==> src/rtl/clk_sync_pkg.sv <==
`default_nettype none
// ============================================================================
// Package : clk_sync_pkg
// Brief   : Shared widths, minimum divide value and config record for the
//           clock-sync dividers.
// Rev     : 1.0 - initial release
// ============================================================================
package clk_sync_pkg;

    localparam int CNT_W_DEF  = 32;
    localparam int FRAC_W_DEF = 12;
    localparam int MIN_N_DEF  = 2;

    typedef struct packed {
        logic [CNT_W_DEF-1:0]  n;
        logic [FRAC_W_DEF-1:0] rem;
        logic [CNT_W_DEF-1:0]  duty;
    } cfg_t;

endpackage
`default_nettype wire

==> src/rtl/frac_n_divider_if.sv <==
`default_nettype none
// ============================================================================
// Interface : frac_n_divider_if
// Brief     : valid/ready configuration channel of the fractional-N divider.
// Rev       : 1.0 - initial release
// ============================================================================
interface frac_n_divider_if
    import clk_sync_pkg::*;
#(
    parameter int CNT_W  = CNT_W_DEF,
    parameter int FRAC_W = FRAC_W_DEF
) ();

    logic              cfg_valid;
    logic              cfg_ready;
    logic [CNT_W-1:0]  cfg_n;
    logic [FRAC_W-1:0] cfg_rem;
    logic [CNT_W-1:0]  cfg_duty;

    modport master (
        output cfg_valid,
        output cfg_n,
        output cfg_rem,
        output cfg_duty,
        input  cfg_ready
    );

    modport slave (
        input  cfg_valid,
        input  cfg_n,
        input  cfg_rem,
        input  cfg_duty,
        output cfg_ready
    );

endinterface
`default_nettype wire

==> src/rtl/frac_n_divider_sd_accum_1st.sv <==
`default_nettype none
// ============================================================================
// Module : sd_accum_1st
// Brief  : First-order sigma-delta phase accumulator; carry is the dither bit.
// Rev    : 1.0 - initial release
// ============================================================================
module sd_accum_1st
    import clk_sync_pkg::*;
#(
    parameter int FRAC_W = FRAC_W_DEF
) (
    input  wire logic              clk_in,
    input  wire logic              reset,
    input  wire logic              clear,
    input  wire logic              step_en,
    input  wire logic [FRAC_W-1:0] step,
    output logic                   carry,
    output logic                   carry_next
);

    logic [FRAC_W:0]   w_sum;
    logic [FRAC_W-1:0] acc_q;
    logic [FRAC_W-1:0] acc_d;
    logic              carry_q;
    logic              carry_d;

    // clear wins over step so a re-phase always starts from zero phase
    always_comb begin
        w_sum   = {1'b0, acc_q} + {1'b0, step};
        acc_d   = acc_q;
        carry_d = carry_q;
        if (clear) begin
            acc_d   = '0;
            carry_d = 1'b0;
        end else if (step_en) begin
            acc_d   = w_sum[FRAC_W-1:0];
            carry_d = w_sum[FRAC_W];
        end
    end

    always_ff @(posedge clk_in) begin
        if (!reset) begin
            acc_q   <= '0;
            carry_q <= 1'b0;
        end else begin
            acc_q   <= acc_d;
            carry_q <= carry_d;
        end
    end

    assign carry      = carry_q;
    assign carry_next = w_sum[FRAC_W];

endmodule
`default_nettype wire

==> src/rtl/frac_n_divider.sv <==
`default_nettype none
// ============================================================================
// Module : frac_n_divider
// Brief  : Fractional-N clock divider with programmable duty, shadowed
//          reconfiguration at period boundaries and external re-phase.
// Rev    : 1.0 - initial release
// ============================================================================
module frac_n_divider
    import clk_sync_pkg::*;
#(
    parameter int CNT_W  = CNT_W_DEF,
    parameter int FRAC_W = FRAC_W_DEF,
    parameter int MIN_N  = MIN_N_DEF
) (
    input  wire logic        clk_in,
    input  wire logic        reset,
    input  wire logic        enable,
    frac_n_divider_if.slave  cfg,
    input  wire logic        sync,
    output logic             clk_out,
    output logic             period_start,
    output logic             cfg_applied,
    output logic [CNT_W:0]   period_len
);

    typedef struct packed {
        logic [CNT_W-1:0]  n;
        logic [FRAC_W-1:0] rem;
        logic [CNT_W-1:0]  duty;
    } cfg_int_t;

    localparam logic [CNT_W-1:0] c_min_n   = CNT_W'(MIN_N);
    localparam logic [CNT_W:0]   c_one     = (CNT_W+1)'(1);
    localparam cfg_int_t         c_cfg_rst = '{n: c_min_n, rem: {FRAC_W{1'b0}}, duty: {CNT_W{1'b0}}};

    logic [CNT_W:0] count_q, count_d;
    cfg_int_t       act_q, act_d;
    cfg_int_t       shadow_q, shadow_d;
    logic           shadow_full_q, shadow_full_d;
    logic           ready_q, ready_d;
    logic           restart_q, restart_d;
    logic           clk_out_q, clk_out_d;
    logic           period_start_q, period_start_d;
    logic           cfg_applied_q, cfg_applied_d;
    logic [CNT_W:0] period_len_q, period_len_d;

    logic           w_carry;
    logic           w_carry_next;
    logic           w_acc_step_en;
    logic           w_start;
    logic           w_wrap;
    logic           w_accept;
    logic           w_extra_new;
    logic [CNT_W:0] w_count_inc;
    logic [CNT_W:0] w_len_cur;
    logic [CNT_W:0] w_duty_cur_eff;
    logic [CNT_W:0] w_len_new;
    logic [CNT_W:0] w_duty_new_eff;
    logic [CNT_W-1:0] w_clamped_n;
    cfg_int_t       w_new;

    // Widened by one bit so n = 2^CNT_W-1 plus a dither cycle still fits.
    assign w_len_cur      = {1'b0, act_q.n} + {{CNT_W{1'b0}}, w_carry};
    assign w_duty_cur_eff = ({1'b0, act_q.duty} < w_len_cur) ? {1'b0, act_q.duty} : (w_len_cur - c_one);
    assign w_count_inc    = count_q + c_one;
    assign w_wrap         = (w_count_inc == w_len_cur);
    assign w_start        = sync || restart_q;

    // Only a shadow that was full before this cycle may take effect now.
    assign w_new          = shadow_full_q ? shadow_q : act_q;
    assign w_extra_new    = w_start ? 1'b0 : w_carry_next;
    assign w_len_new      = {1'b0, w_new.n} + {{CNT_W{1'b0}}, w_extra_new};
    assign w_duty_new_eff = ({1'b0, w_new.duty} < w_len_new) ? {1'b0, w_new.duty} : (w_len_new - c_one);

    assign w_acc_step_en  = enable && !w_start && w_wrap;
    assign w_accept       = cfg.cfg_valid && ready_q;
    assign w_clamped_n    = (cfg.cfg_n < c_min_n) ? c_min_n : cfg.cfg_n;

    sd_accum_1st #(
        .FRAC_W (FRAC_W)
    ) u_sd_accum (
        .clk_in     (clk_in),
        .reset      (reset),
        .clear      (sync),
        .step_en    (w_acc_step_en),
        .step       (w_new.rem),
        .carry      (w_carry),
        .carry_next (w_carry_next)
    );

    always_comb begin
        count_d        = count_q;
        act_d          = act_q;
        shadow_d       = shadow_q;
        shadow_full_d  = shadow_full_q;
        ready_d        = ready_q;
        restart_d      = restart_q;
        clk_out_d      = 1'b0;
        period_start_d = 1'b0;
        cfg_applied_d  = 1'b0;
        period_len_d   = period_len_q;

        if (enable) begin
            if (w_start || w_wrap) begin
                count_d        = '0;
                act_d          = w_new;
                period_start_d = 1'b1;
                clk_out_d      = (w_duty_new_eff != '0);
                period_len_d   = w_len_new;
                restart_d      = 1'b0;
                if (shadow_full_q) begin
                    shadow_full_d = 1'b0;
                    cfg_applied_d = 1'b1;
                end
            end else begin
                count_d   = w_count_inc;
                clk_out_d = (w_count_inc < w_duty_cur_eff);
            end
        end else if (sync) begin
            // Frozen re-phase: state clears now, the new period starts on re-enable.
            count_d   = '0;
            restart_d = 1'b1;
        end

        if (cfg_applied_q) begin
            ready_d = 1'b1;
        end
        if (w_accept) begin
            shadow_d.n    = w_clamped_n;
            shadow_d.rem  = cfg.cfg_rem;
            shadow_d.duty = cfg.cfg_duty;
            shadow_full_d = 1'b1;
            ready_d       = 1'b0;
        end
    end

    always_ff @(posedge clk_in) begin
        if (!reset) begin
            count_q        <= '0;
            act_q          <= c_cfg_rst;
            shadow_q       <= c_cfg_rst;
            shadow_full_q  <= 1'b0;
            ready_q        <= 1'b1;
            restart_q      <= 1'b0;
            clk_out_q      <= 1'b0;
            period_start_q <= 1'b0;
            cfg_applied_q  <= 1'b0;
            period_len_q   <= {1'b0, c_min_n};
        end else begin
            count_q        <= count_d;
            act_q          <= act_d;
            shadow_q       <= shadow_d;
            shadow_full_q  <= shadow_full_d;
            ready_q        <= ready_d;
            restart_q      <= restart_d;
            clk_out_q      <= clk_out_d;
            period_start_q <= period_start_d;
            cfg_applied_q  <= cfg_applied_d;
            period_len_q   <= period_len_d;
        end
    end

    assign cfg.cfg_ready = ready_q;
    assign clk_out       = clk_out_q;
    assign period_start  = period_start_q;
    assign cfg_applied   = cfg_applied_q;
    assign period_len    = period_len_q;

endmodule
`default_nettype wire

==> src/flat_wrapper.sv <==
// flat-port wrapper written by rule: the top's interface ports become plain ports
module frac_n_divider_flat import clk_sync_pkg::*;
#(
    parameter int CNT_W  = CNT_W_DEF,
    parameter int FRAC_W = FRAC_W_DEF,
    parameter int MIN_N  = MIN_N_DEF
)
  (clk_in, reset, enable, sync, clk_out, period_start, cfg_applied, period_len, cfg_cfg_valid, cfg_cfg_n, cfg_cfg_rem, cfg_cfg_duty, cfg_cfg_ready);
  frac_n_divider_if #(.CNT_W(CNT_W), .FRAC_W(FRAC_W)) cfg_i ();
  input  wire logic clk_in;
  input  wire logic reset;
  input  wire logic enable;
  input  wire logic sync;
  output logic clk_out;
  output logic period_start;
  output logic cfg_applied;
  output logic [CNT_W:0] period_len;
  input wire logic [$bits(cfg_i.cfg_valid)-1:0] cfg_cfg_valid;
  input wire logic [$bits(cfg_i.cfg_n)-1:0] cfg_cfg_n;
  input wire logic [$bits(cfg_i.cfg_rem)-1:0] cfg_cfg_rem;
  input wire logic [$bits(cfg_i.cfg_duty)-1:0] cfg_cfg_duty;
  output wire logic [$bits(cfg_i.cfg_ready)-1:0] cfg_cfg_ready;
  assign cfg_i.cfg_valid = cfg_cfg_valid;
  assign cfg_i.cfg_n = cfg_cfg_n;
  assign cfg_i.cfg_rem = cfg_cfg_rem;
  assign cfg_i.cfg_duty = cfg_cfg_duty;
  assign cfg_cfg_ready = cfg_i.cfg_ready;
  frac_n_divider #(.CNT_W(CNT_W), .FRAC_W(FRAC_W), .MIN_N(MIN_N)) u_core (.clk_in(clk_in), .reset(reset), .enable(enable), .cfg(cfg_i), .sync(sync), .clk_out(clk_out), .period_start(period_start), .cfg_applied(cfg_applied), .period_len(period_len));
endmodule
==> config.mk <==
export PLATFORM = sky130hd
export DESIGN_NAME = frac_n_divider_flat
export DESIGN_NICKNAME = d
export VERILOG_FILES = /design/src/rtl/clk_sync_pkg.sv /design/src/rtl/frac_n_divider_if.sv /design/src/rtl/frac_n_divider_sd_accum_1st.sv /design/src/rtl/frac_n_divider.sv /design/src/flat_wrapper.sv
export SDC_FILE = /design/constraint.sdc
export NUM_CORES = 1
export LEC_CHECK = 0
export CAP_MARGIN = 20
export CORE_MARGIN = 3
export CORE_UTILIZATION = 35
export CTS_CLUSTER_DIAMETER = 60
export CTS_CLUSTER_SIZE = 40
export DETAILED_ROUTE_END_ITERATION = 7
export PLACE_DENSITY = 0.51
export SLEW_MARGIN = 40
export SYNTH_ARGS = -nofsm -noshare
export SYNTH_HDL_FRONTEND = slang
export SYNTH_HIERARCHICAL = 1
export SYNTH_SLANG_ARGS = --single-unit
==> constraint.sdc <==
create_clock -name clk_in -period 9.4 [get_ports clk_in]
set_clock_uncertainty 0.05 [all_clocks]
set_input_delay 1.88 -clock clk_in [delete_from_list [all_inputs] [get_ports clk_in]]
set_output_delay 1.88 -clock clk_in [all_outputs]
set_load 0.05 [all_outputs]
After elaboration in Yosys (flattened, before gate mapping)
Index checks and enable logic that the tools add are counted.
{"block": "word_totals", "regBits": 237, "in_bits": 81, "output_inout_bits": 37}
{"block": "classes", "add_sub_neg": 6, "order_cmp": 4, "eq_ne": 2, "n_mux": 18, "bitwise_logic": 1, "reduce_logical": 17}
{"op": "$mux 33", "n": 5}
{"op": "$mux 76", "n": 1}
{"op": "$add 32x1->33", "n": 2}
{"op": "$lt 32x33->1", "n": 2}
{"op": "$sub 33x1->33 const B", "n": 2}
{"op": "$add 33x1->33 const B", "n": 1}
{"op": "$eq 33x33->1", "n": 1}
{"op": "$lt 33x33->1", "n": 1}
{"op": "$reduce_bool 33->1", "n": 1}
{"op": "$lt 32x2->1 const B", "n": 1}
{"op": "$mux 32", "n": 1}
{"op": "$add 12x12->13", "n": 1}
{"op": "$mux 1", "n": 11}
{"op": "$reduce_and 2->1", "n": 4}
{"op": "$reduce_bool 2->1", "n": 4}
{"op": "$logic_and 1x1->1", "n": 3}
{"op": "$reduce_and 3->1", "n": 1}
{"op": "$logic_or 1x1->1", "n": 2}
{"op": "$ne 2x1->1 const B", "n": 1}
{"op": "$reduce_or 2->1", "n": 1}
{"op": "$logic_not 1->1", "n": 1}
{"op": "$not 1->1", "n": 1}

Depth between registers and ports, before layout
Gate-level depths: netlist of the first run.
{"block": "logic_depth", "ltp_word": 8, "depth_mapped": 37, "depth_no_buf": 31}

By module
The synthesis of the first run kept the hierarchy.
{"module": "frac_n_divider", "instances": 1, "cells_per_inst": 1978, "area_per_inst_um2": 15698.8, "seq_area_each_um2": 4484.3}
{"module": "sd_accum_1st", "instances": 1, "cells_per_inst": 107, "area_per_inst_um2": 958.4, "seq_area_each_um2": 260.2}

Least setup slack after synthesis of the first run
Ideal clock, no wire load.
{"block": "synth_timing", "path_kind": "reg2reg", "from": "register u_core.shadow_full_q", "to": "register u_core.clk_out_q (netlist: u_core/clk_out)", "arrival_time_ns": 7.665, "path_slack_ns": 1.566, "path_stages_with_launch": 36, "n_path_buf": 9, "cell_sequence": "dfxtp_1 > buf_2 > buf_2 > buf_2 > buf_4 > buf_2 > buf_1 > clkbuf_1 > buf_1 > buf_1 > mux2_2 > ha_1 > fa_1 > a211o_1 > a21oi_1 > o21ai_0 > a31o_2 > and2_1 > ha_1 > ha_1 > inv_1 > a211oi_1 > and4_1 > and3_1 > nor3_1 > a21oi_1 > ha_1 > nand4_1 > a211oi_1 > o2111ai_1 > a21oi_1 > o21ai_0 > nor4_1 > nor4b_1 > a31o_1 > o31ai_1"}
{"element": "from (decl)", "line": "frac_n_divider.sv:39", "source": "logic shadow_full_q, shadow_full_d;"}
{"element": "from (signal assigned)", "line": "frac_n_divider.sv:153", "source": "shadow_full_q <= shadow_full_d;"}
{"element": "to (signal assigned)", "line": "frac_n_divider.sv:156", "source": "clk_out_q <= clk_out_d;"}
{"element": "to (decl)", "line": "frac_n_divider.sv:42", "source": "logic clk_out_q, clk_out_d;"}

Final worst setup path of the first run
{"block": "layout_timing", "from": "register u_core/act_q[44] (netlist bit)", "to": "register u_core.clk_out_q (netlist: u_core/clk_out)"}
{"block": "layout_via", "elab_chain_len": 6, "word_cells_on_any_way": 14}
{"element": "from (decl)", "line": "frac_n_divider.sv:37", "source": "cfg_int_t act_q, act_d;"}
{"element": "from (signal assigned)", "line": "frac_n_divider.sv:140", "source": "act_q <= c_cfg_rst;"}
{"element": "from (signal assigned)", "line": "frac_n_divider.sv:151", "source": "act_q <= act_d;"}
{"element": "parallel branches: the longest is 5 deep, another holds $add 32x1->33"}
{"element": "$mux 1 (*)", "line": "frac_n_divider.sv:104", "source": "if (w_start || w_wrap) begin"}
Mark *: on every way between the ends.
A chain may end at the register's enable or synchronous reset.

==> results of run 1 <==
==> Yosys cell counts (7+ instances only) <==
library cell and instances:
nand3b_1 9, or3_1 12, nor4_1 37, nand2_1 303
a31oi_1 10, mux2_2 49, nand4_1 51, or4_1 7
a22oi_1 7, inv_1 72, and3_1 30, nor2_1 154
o31ai_1 8, nand2b_1 19, xor2_1 60, nand4b_1 10
buf_6 8, o21ai_0 64, and4_1 18, nor2b_1 19
clkbuf_1 73, mux2i_1 113, buf_1 12, buf_2 15
ha_1 111, a211oi_2 11, nand3_1 67, a21oi_1 177
dfxtp_1 237, a21o_1 27, and2_1 46, xnor2_1 93
o22ai_1 8, nor3_1 36
==> through the flow <==
step	util	power (mW)	instance area [µm²]
finish	0.414	2.70	19400
global route	0.414	2.81	19400
CTS	0.413	2.73	19300
detailed placement	0.391	1.52	18300
global placement	0.391	1.52	18300
floorplan	-	1.37	16700
==> power by group through the flow <==
stage                     clock, mW  sequential (mW)  combinational (mW)
after global placement            0             1.10               0.419
after floorplan                   0             1.09               0.275
after detailed placement          0             1.10               0.422
after global routing           1.27             1.08               0.464
after CTS                      1.23             1.08               0.424
final                          1.20             1.08               0.426
==> tightest hold or removal path, delay by kind of cell (launching register included) <==
kind	cells	cell delay, ps
AND/OR/NAND/NOR	1	50
AO/OA/AOI/OAI	1	50
flip-flops	1	310
==> state kept, by name, indices dropped and copies added (netlist names) <==
| signal | cells |
|---|---|
| u_core/cfg_applied | 1 |
| u_core/period_len | 33 |
| u_core/period_start | 1 |
| u_core/restart_q | 1 |
| u_core/u_sd_accum/acc_q | 12 |
| u_core/act_q | 76 |
| u_core/clk_out | 1 |
| u_core/cfg.cfg_ready | 1 |
| u_core/shadow_q | 76 |
| u_core/u_sd_accum/carry | 1 |
| u_core/shadow_full_q | 1 |
| u_core/count_q | 33 |
==> layout make-up <==
cell class	count	area, µm²
inverter	75	289
timing repair buffer	143	1380
tap	607	759
fill	4818	27400
clock buffer	30	729
sequential	237	4750
multi-input combinational	1660	11200
clock inverter	23	303
==> final timing paths <==
path,slack [ps],endpoint,start
worst max-delay path,2110,u_core/clk_out,u_core/act_q[44]
worst min-delay path,410,u_core/shadow_q[37],u_core/shadow_q[37]
worst max register to register,2110,u_core/clk_out,u_core/act_q[44]
worst min register to register,410,u_core/shadow_q[37],u_core/shadow_q[37]
==> cell families after synthesis <==
kind of cell | Yosys count
flip-flops | 237
adder cells (fa/ha/maj) | 112
XOR/XNOR | 155
AO/OA/AOI/OAI | 387
AND/OR/NAND/NOR | 843
buffers and inverters | 188
multiplexers | 163
==> routing by layer <==
layer	wire length [µm]	share of wire	vias up	global-route usage
met5	0	0	-	0
met2	27600	0.46	423	0.385
met1	27700	0.46	7368	0.321
li1	-	-	7534	-
met4	1700	0.028	0	0.0598
met3	2660	0.045	76	0.0232
==> qor.yml, run 1 <==
power:
  pwr_density_cell_mw_per_mm2: 140
  p_int_mw: 1.86
  p_switching_mw: 0.843
  seqPwrFrac: 0.398
  p_comb_frac: 0.158
  p_leak_nw: 7.48
  peakVddDrop_v: 0.000111
  pwr-share-clk: 0.444
  p_sw_frac: 0.312
critical_path:
  max_stage_delay_ps: 430
  crit_arrival_ps: 7710
  cp-end-kind: "flip-flop"
  critPathTopFamily: "compound AO/OA/AOI/OAI gates"
  path_buf_inv: 2
  worst-path-stages: 31
  critical_path.max_fanout: 32
  worst-r2r-cell-count: 31
  crit_slowest_cell: "nand3_1"
  startpoint_type: "flip-flop"
  critical_path_required_ps: 9820
  crit_top_cell: "a21oi_1"
  critPathKind: "reg2reg"
floorplanning:
  dieArea_mm2: 0.0502
  initial_core_util: 0.356
  pin_count: 118
  fp.dieH_um: 224
  core_mm2: 0.0468
  die_x_um: 224
  fp-row-count: 79
place:
  place.gp.congestion: 0.923
  placedCellCount: 2722
  hpwl_um: 45900
  portBuffers: 117
  place_ws_ps: 2130
synth:
  synth_top_family_by_area: "simple AND/OR/NAND/NOR gates"
  syn_avg_cell_area_um2: 7.99
  yosysTopAreaCellShare: 0.285
  muxShareOfSynthArea: 0.102
  yosys.area.top_type: "dfxtp_1"
  synth-async-reset-ratio: 0
  synth_area_leaders: "dfxtp_1 (28%), ha_1 (8.3%), nand2_1 (6.8%)"
  ys.flop_type: "dfxtp_1"
  synthXorXnorAreaFrac: 0.0832
  synth_fa_ha_area_frac: 0.0846
  synth_nets: 2278
  synth-seq-cells: 237
  synth_compound_area_frac: 0.147
  ys_warn_count: 6
  yosysSeqAreaShare: 0.285
  syn-instance-count: 2085
  synth_edf_count: 0
  synth_cell_types: 87
  synthSimpleGateAreaFrac: 0.250
  synth_area_mm2: 0.0167
route:
  vias_per_cell: 5.55
  drc: 0
  drtIter0Drc: 1232
  first_pass_iters: 7
  routed_wl_um: 59600
  wire_per_inst_um: 21.5
  antenna_left: 0
  vias: 15401
timing:
  min_period_ps: 7290
  rsz0062_at_grt: "no"
  setup_ws_ps: 2110
  setup-violations-final: 0
  drv_slew: 0
  hold_violations: 0
  fin_tns_setup_ps: 0
  tightest_slew_ps: 873
  relSlewSlack: 0.417
  fmax_mhz: 137
  hold_ws_ps: 407
  fin_crit_sh: 0.775
clock_network:
  holdBufCountCts: 0
  post-cts-setup-buffers: 0
  clock_sinks: 237
  cts.path.max_buffers: 3
  cts_htree_levels: 1
  cts-root-buf: "clkbuf_16"
  cts_buffers: 29
  ctsResizeCount: 0
  cts_tree: "built"
  clk_latency_ps: 580
  clk_pin_slew_worst_paths_ps: 70
grt:
  grt-ovfl-total: 0
  grt_usage: 0.231
  grt_pass1_wl_um: 90600
  grt_max_degree: 105
  antenna_found_initial: 1
  grt_pass1_vias: 14632
cells_and_area:
  nNetsFinal: 2339
  diodes: 0
  final_common_cell: "nand2_1"
  syn2layout_area_growth_pct: 16.3
  drive_above_1_share: 0.0816
  final_cell_mix: "nand2_1 (301), dfxtp_1 (236), a21oi_1 (176)"
  final_cells: 2775
status:
  status: "completed"
min_path:
  hold_depth: 2
  hold_class: "reg2reg"
job:
  cap_violations: 0
(Power assumes the default switching activity.)
==> inputs of run 2 (changes only) <==
PLACE_DENSITY = 0.53   (was 0.51)
clock period = 6.4 ns   (was 9.4 ns; I/O delays follow)
==> qor.yml, run 2 (synthesis results as in run 1) <==
place:
  portBuffers: 117  # unchanged
  place.gp.congestion: 0.959  # was 0.923
  place_ws_ps: 96.2  # was 2130 ps
  hpwl_um: 45400  # was 45900 µm
critical_path:
  worst-r2r-cell-count: 30  # was 31
  startpoint_type: "flip-flop"  # unchanged
  crit_slowest_cell: "dfxtp_1"  # was nand3_1
  rrSetupSlack_ps: 430  # was 2110 ps
  critPathKind: "reg2reg"  # unchanged
  critical_path_required_ps: 6810  # was 9820 ps
  max_stage_delay_ps: 360  # was 430 ps
  crit_top_cell: "a21oi_1"  # unchanged
  crit_arrival_ps: 6380  # was 7710 ps
  worst-path-stages: 30  # was 31
  path_buf_inv: 1  # was 2
  cp-end-kind: "flip-flop"  # unchanged
  critical_path.max_fanout: 12  # was 32
  critPathTopFamily: "compound AO/OA/AOI/OAI gates"  # unchanged
clock_network:
  clk_latency_ps: 580  # about the same
  cts_tree: "built"  # unchanged
  clk_pin_slew_worst_paths_ps: 70  # about the same
  cts.path.max_buffers: 3  # unchanged
  clock_sinks: 237  # unchanged
  cts_buffers: 26  # was 29
  cts_htree_levels: 1  # unchanged
  cts-root-buf: "clkbuf_16"  # unchanged
  holdBufCountCts: 0  # unchanged
grt:
  grt_pass1_vias: 14835  # was 14632
  grt_pass1_wl_um: 88300  # was 90600 µm
  grt_max_degree: 95  # was 105
  grt-ovfl-total: 0  # unchanged
  grt_usage: 0.223  # was 0.231
  antenna_found_initial: 1  # unchanged
power:
  p_sw_frac: 0.302  # was 0.312
  seqPwrFrac: 0.411  # was 0.398
  fin_total_pwr_mw: 3.82  # was 2.70 mW
  p_int_mw: 2.67  # was 1.86 mW
  p_comb_frac: 0.174  # was 0.158
  peakVddDrop_v: 0.000198  # was 0.000111 V
  pwr_density_cell_mw_per_mm2: 192  # was 140 mW/mm²
  p_switching_mw: 1.15  # was 0.843 mW
  pwr-share-clk: 0.415  # was 0.444
  p_leak_nw: 7.79  # was 7.48 nW
route:
  vias_per_cell: 5.45  # was 5.55
  wire_per_inst_um: 20.5  # was 21.5 µm
  antenna_left: 0  # unchanged
  vias: 15478  # was 15401
  drtIter0Drc: 1077  # was 1232
  drc: 0  # unchanged
  routed_wl_um: 58100  # was 59600 µm
  first_pass_iters: 7  # unchanged
floorplanning:
  pin_count: 118  # unchanged
  fp.dieH_um: 224  # unchanged
  dieArea_mm2: 0.0502  # unchanged
  initial_core_util: 0.356  # unchanged
  die_x_um: 224  # unchanged
  fp-row-count: 79  # unchanged
  core_mm2: 0.0468  # unchanged
timing:
  hold_ws_ps: 405  # was 407 ps
  tightest_slew_ps: 797  # was 873 ps
  drv_slew: 0  # unchanged
  fmax_mhz: 167  # was 137 MHz
  hold_violations: 0  # unchanged
  setup-violations-final: 0  # unchanged
  min_period_ps: 5970  # was 7290 ps
  fin_crit_sh: 0.933  # was 0.775
  setup_ws_ps: 429  # was 2110 ps
  relSlewSlack: 0.464  # was 0.417
job:
  cap_violations: 0  # unchanged
status:
  status: "completed"  # unchanged
cells_and_area:
  final_common_cell: "nand2_1"  # unchanged
  drive_above_1_share: 0.119  # was 0.0816
  fillers: 4767  # was 4818
  syn2layout_area_growth_pct: 19.7  # was 16.3%
  nNetsFinal: 2407  # was 2339
  final_cell_mix: "nand2_1 (300), dfxtp_1 (235), a21oi_1 (174)"  # was nand2_1 (301), dfxtp_1 (236), a21oi_1 (176)
  reg_top3: "u_core/act_q: 76 flops, u_core/shadow_q: 76 flops"  # unchanged
min_path:
  hold_class: "reg2reg"  # unchanged
  hold_depth: 2  # unchanged
==> run 2: cell types whose count changed in the layout (fill, tap and decap cells not counted), sizes merged <==
| cell | delta |
|---|---|
| buf | +70 |
| a31o | +1 |
| diode | +1 |
| clkbuf | +1 |
| clkinv | -3 |
| inv | -5 |
| clkinvlp | +1 |
==> run 2: worst paths after layout <==
check                           start             endpoint
hold reg to reg   u_core/shadow_q[40]  u_core/shadow_q[40]
setup reg to reg     u_core/act_q[44]       u_core/clk_out
hold / removal    u_core/shadow_q[40]  u_core/shadow_q[40]
setup / recovery     u_core/act_q[44]       u_core/clk_out
==> run 2: area by class of cell <==
type	count	area, µm²	share of cell area
Clock inverter	16	228	0.0114
Sequential cell	237	4750	0.238
Inverter	75	287	0.0144
Timing Repair Buffer	213	1920	0.0965
Multi-Input combinational cell	1661	11300	0.567
Clock buffer	31	679	0.0341
Tap cell	607	759	0.0381
Antenna cell	1	2.50	0.000126
==> run 2: per-stage QoR <==
| stage | utilization | cells | cell area (µm²) | TNS, ps |
|---|---|---|---|---|
| after floorplan | - | 2085 | 16800 | 0 |
| after global placement | 0.403 | 2790 | 18800 | 0 |
| after detailed placement | 0.403 | 2790 | 18800 | 0 |
| after CTS | 0.422 | 2837 | 19800 | 0 |
| after global routing | 0.426 | 2840 | 19900 | -37.3 |
| final | 0.426 | 2841 | 19900 | 0 |
==> run 2: routing by layer <==
layer | track usage | part of all wire | vias up
met4 | 0.0468 | 0.022 | 0
met3 | 0.0287 | 0.053 | 61
li1 | - | - | 7665
met2 | 0.367 | 0.46 | 387
met1 | 0.314 | 0.47 | 7365
met5 | 0 | 0 | -
==> run 2: power by group through the flow <==
stage,Combinational [mW],Sequential (mW),Clock (mW)
floorplan,0.415,1.60,0
global placement,0.647,1.60,0
detailed placement,0.651,1.60,0
CTS,0.654,1.57,1.63
global route,0.729,1.58,1.68
finish,0.667,1.57,1.59
==> run 2: timing repair <==
action,CTS,global route
resized for setup,0,29
setup endpoints to repair,0,1
buffers inserted,0,1
==> run 2: worst min-delay path, cell delays in order (launching register included) <==
cell and delay [ps]:
dfxtp_1 310, nand2_1 50, a21oi_1 50
==> inputs of run 3 (changes only) <==
CORE_ASPECT_RATIO = 1.25   (was unset)
==> qor.yml, run 3 (synthesis results as in run 1) <==
cells_and_area:
  nNetsFinal: 2411  # was 2407
  final_common_cell: "nand2_1"  # unchanged
  reg_top3: "u_core/act_q: 76 flops, u_core/shadow_q: 76 flops"  # unchanged
  final_cell_mix: "nand2_1 (301), dfxtp_1 (235), a21oi_1 (173)"  # was nand2_1 (300), dfxtp_1 (235), a21oi_1 (174)
  drive_above_1_share: 0.118  # was 0.119
  final_cell_area_mm2: 0.0200  # was 0.0199 mm²
  syn2layout_area_growth_pct: 19.9  # was 19.7%
  fin_util: 0.429  # was 0.426
  diodes: 0  # was 1
floorplanning:
  fp-row-count: 88  # was 79
  pin_count: 118  # unchanged
  fp.dieH_um: 250  # was 224 µm
  die_x_um: 201  # was 224 µm
  dieArea_mm2: 0.0503  # was 0.0502 mm²
  core_mm2: 0.0466  # was 0.0468 mm²
  initial_core_util: 0.358  # was 0.356
power:
  fin_total_pwr_mw: 3.84  # was 3.82 mW
  pwr_density_cell_mw_per_mm2: 192  # about the same
  p_int_mw: 2.61  # was 2.67 mW
  pwr-share-clk: 0.413  # was 0.415
  p_comb_frac: 0.177  # was 0.174
  p_leak_nw: 7.82  # was 7.79 nW
  p_switching_mw: 1.23  # was 1.15 mW
  peakVddDrop_v: 0.000191  # was 0.000198 V
  p_sw_frac: 0.321  # was 0.302
  seqPwrFrac: 0.410  # was 0.411
timing:
  drv_slew: 0  # unchanged
  relSlewSlack: 0.411  # was 0.464
  fin_crit_sh: 0.954  # was 0.933
  tightest_slew_ps: 876  # was 797 ps
  fmax_mhz: 164  # was 167 MHz
  min_period_ps: 6100  # was 5970 ps
  hold_violations: 0  # unchanged
  rsz0062_at_grt: "no"
  fin_tns_setup_ps: 0  # unchanged
  setup-violations-final: 0  # unchanged
clock_network:
  clock_sinks: 237  # unchanged
  cts_buffers: 24  # was 26
  cts_htree_levels: 1  # unchanged
  holdBufCountCts: 0  # unchanged
  cts-root-buf: "clkbuf_16"  # unchanged
  cts.path.max_buffers: 3  # unchanged
  cts_tree: "built"  # unchanged
  clk_pin_slew_worst_paths_ps: 90  # was 70 ps
  clk_latency_ps: 580  # about the same
route:
  drtIter0Drc: 1001  # was 1077
  first_pass_iters: 5  # was 7
  vias: 15673  # was 15478
  vias_per_cell: 5.47  # was 5.45
  wire_per_inst_um: 21.2  # was 20.5 µm
  antenna_left: 0  # unchanged
  routed_wl_um: 60800  # was 58100 µm
  drc: 0  # unchanged
grt:
  grt-ovfl-total: 0  # unchanged
  antenna_found_initial: 1  # unchanged
  grt_pass1_vias: 15055  # was 14835
  grt_usage: 0.231  # was 0.223
  grt_pass1_wl_um: 91400  # was 88300 µm
  grt_max_degree: 84  # was 95
place:
  portBuffers: 117  # unchanged
  hpwl_um: 48100  # was 45400 µm
  place.gp.congestion: 0.958  # was 0.959
  post_dp_cell_area_mm2: 0.0189  # was 0.0188 mm²
status:
  status: "completed"  # unchanged
critical_path:
  critPathKind: "reg2reg"  # unchanged
  critical_path_required_ps: 6830  # was 6810 ps
  startpoint_type: "flip-flop"  # unchanged
  crit_arrival_ps: 6530  # was 6380 ps
  critical_path.max_fanout: 5  # was 12
  cp-end-kind: "flip-flop"  # unchanged
min_path:
  hold_class: "reg2reg"  # unchanged
job:
  cap_violations: 0  # unchanged
[run 3: final cells by class]
cell class              instances  area, µm²
fillers                      4695      26600
clock inverters                20        299
flip-flops and latches        237       4750
multi-input cells            1661      11300
inverters                      75        287
well taps                     630        788
clock buffers                  24        601
repair buffers                219       1990
[run 3: through the flow]
stage / hold WS, ps / cells / setup WS (ps)
floorplan: 378 / 2085 / 0.883
global placement: 391 / 2814 / 131
CTS: 409 / 2858 / 109
finish: 406 / 2866 / 296
global route: 424 / 2866 / 1.19
detailed placement: 397 / 2814 / 150
[run 3: final timing paths]
check / startpoint / to / slack [ps] / cells after the start
worst max-delay path: u_core/shadow_full_q / u_core/clk_out / 300 / 27
worst max register to register: u_core/shadow_full_q / u_core/clk_out / 300 / 27
worst min-delay path: u_core/shadow_q[36] / u_core/shadow_q[36] / 410 / 2
worst min register to register: u_core/shadow_q[36] / u_core/shadow_q[36] / 410 / 2
[run 3: critical path, cell delays in order, from the launching register on]
cell,delay [ps]
dfxtp_4,400
mux2_2,360
ha_1,240
fa_2,380
a211o_1,330
a21oi_2,210
o21ai_1,130
a31o_2,310
and2_1,150
ha_1,220
nand4_1,190
a22oi_2,160
buf_4,170
and3_1,200
xnor2_2,300
inv_2,100
ha_1,190
a21o_1,170
a21o_1,170
a21o_1,170
a21o_1,170
a211oi_1,240
o211ai_1,140
o21ai_1,200
nor4_1,70
nor4b_2,160
a31o_2,320
o31ai_1,80
[run 3: power groups by stage]
stage | Sequential (mW) | Combinational [mW] | Clock [mW]
floorplan | 1.60 | 0.415 | 0
global placement | 1.61 | 0.648 | 0
detailed placement | 1.61 | 0.653 | 0
CTS | 1.57 | 0.655 | 1.64
global route | 1.58 | 0.737 | 1.69
finish | 1.57 | 0.679 | 1.59
[run 3: what timing repair did]
item | in CTS | in global routing
endpoints found under the setup margin | 0 | 1
buffers inserted | 0 | 6
gates resized for setup | 0 | 17
[run 3: layer usage]
| metal | part of all wire | global-route usage | up-vias | routed length, µm |
|---|---|---|---|---|
| met3 | 0.043 | 0.0207 | 105 | 2630 |
| met1 | 0.42 | 0.290 | 7460 | 25700 |
| met4 | 0.039 | 0.0803 | 2 | 2370 |
| met5 | 0.00021 | 0 | - | 13 |
| met2 | 0.49 | 0.415 | 430 | 30100 |
| li1 | - | - | 7676 | - |
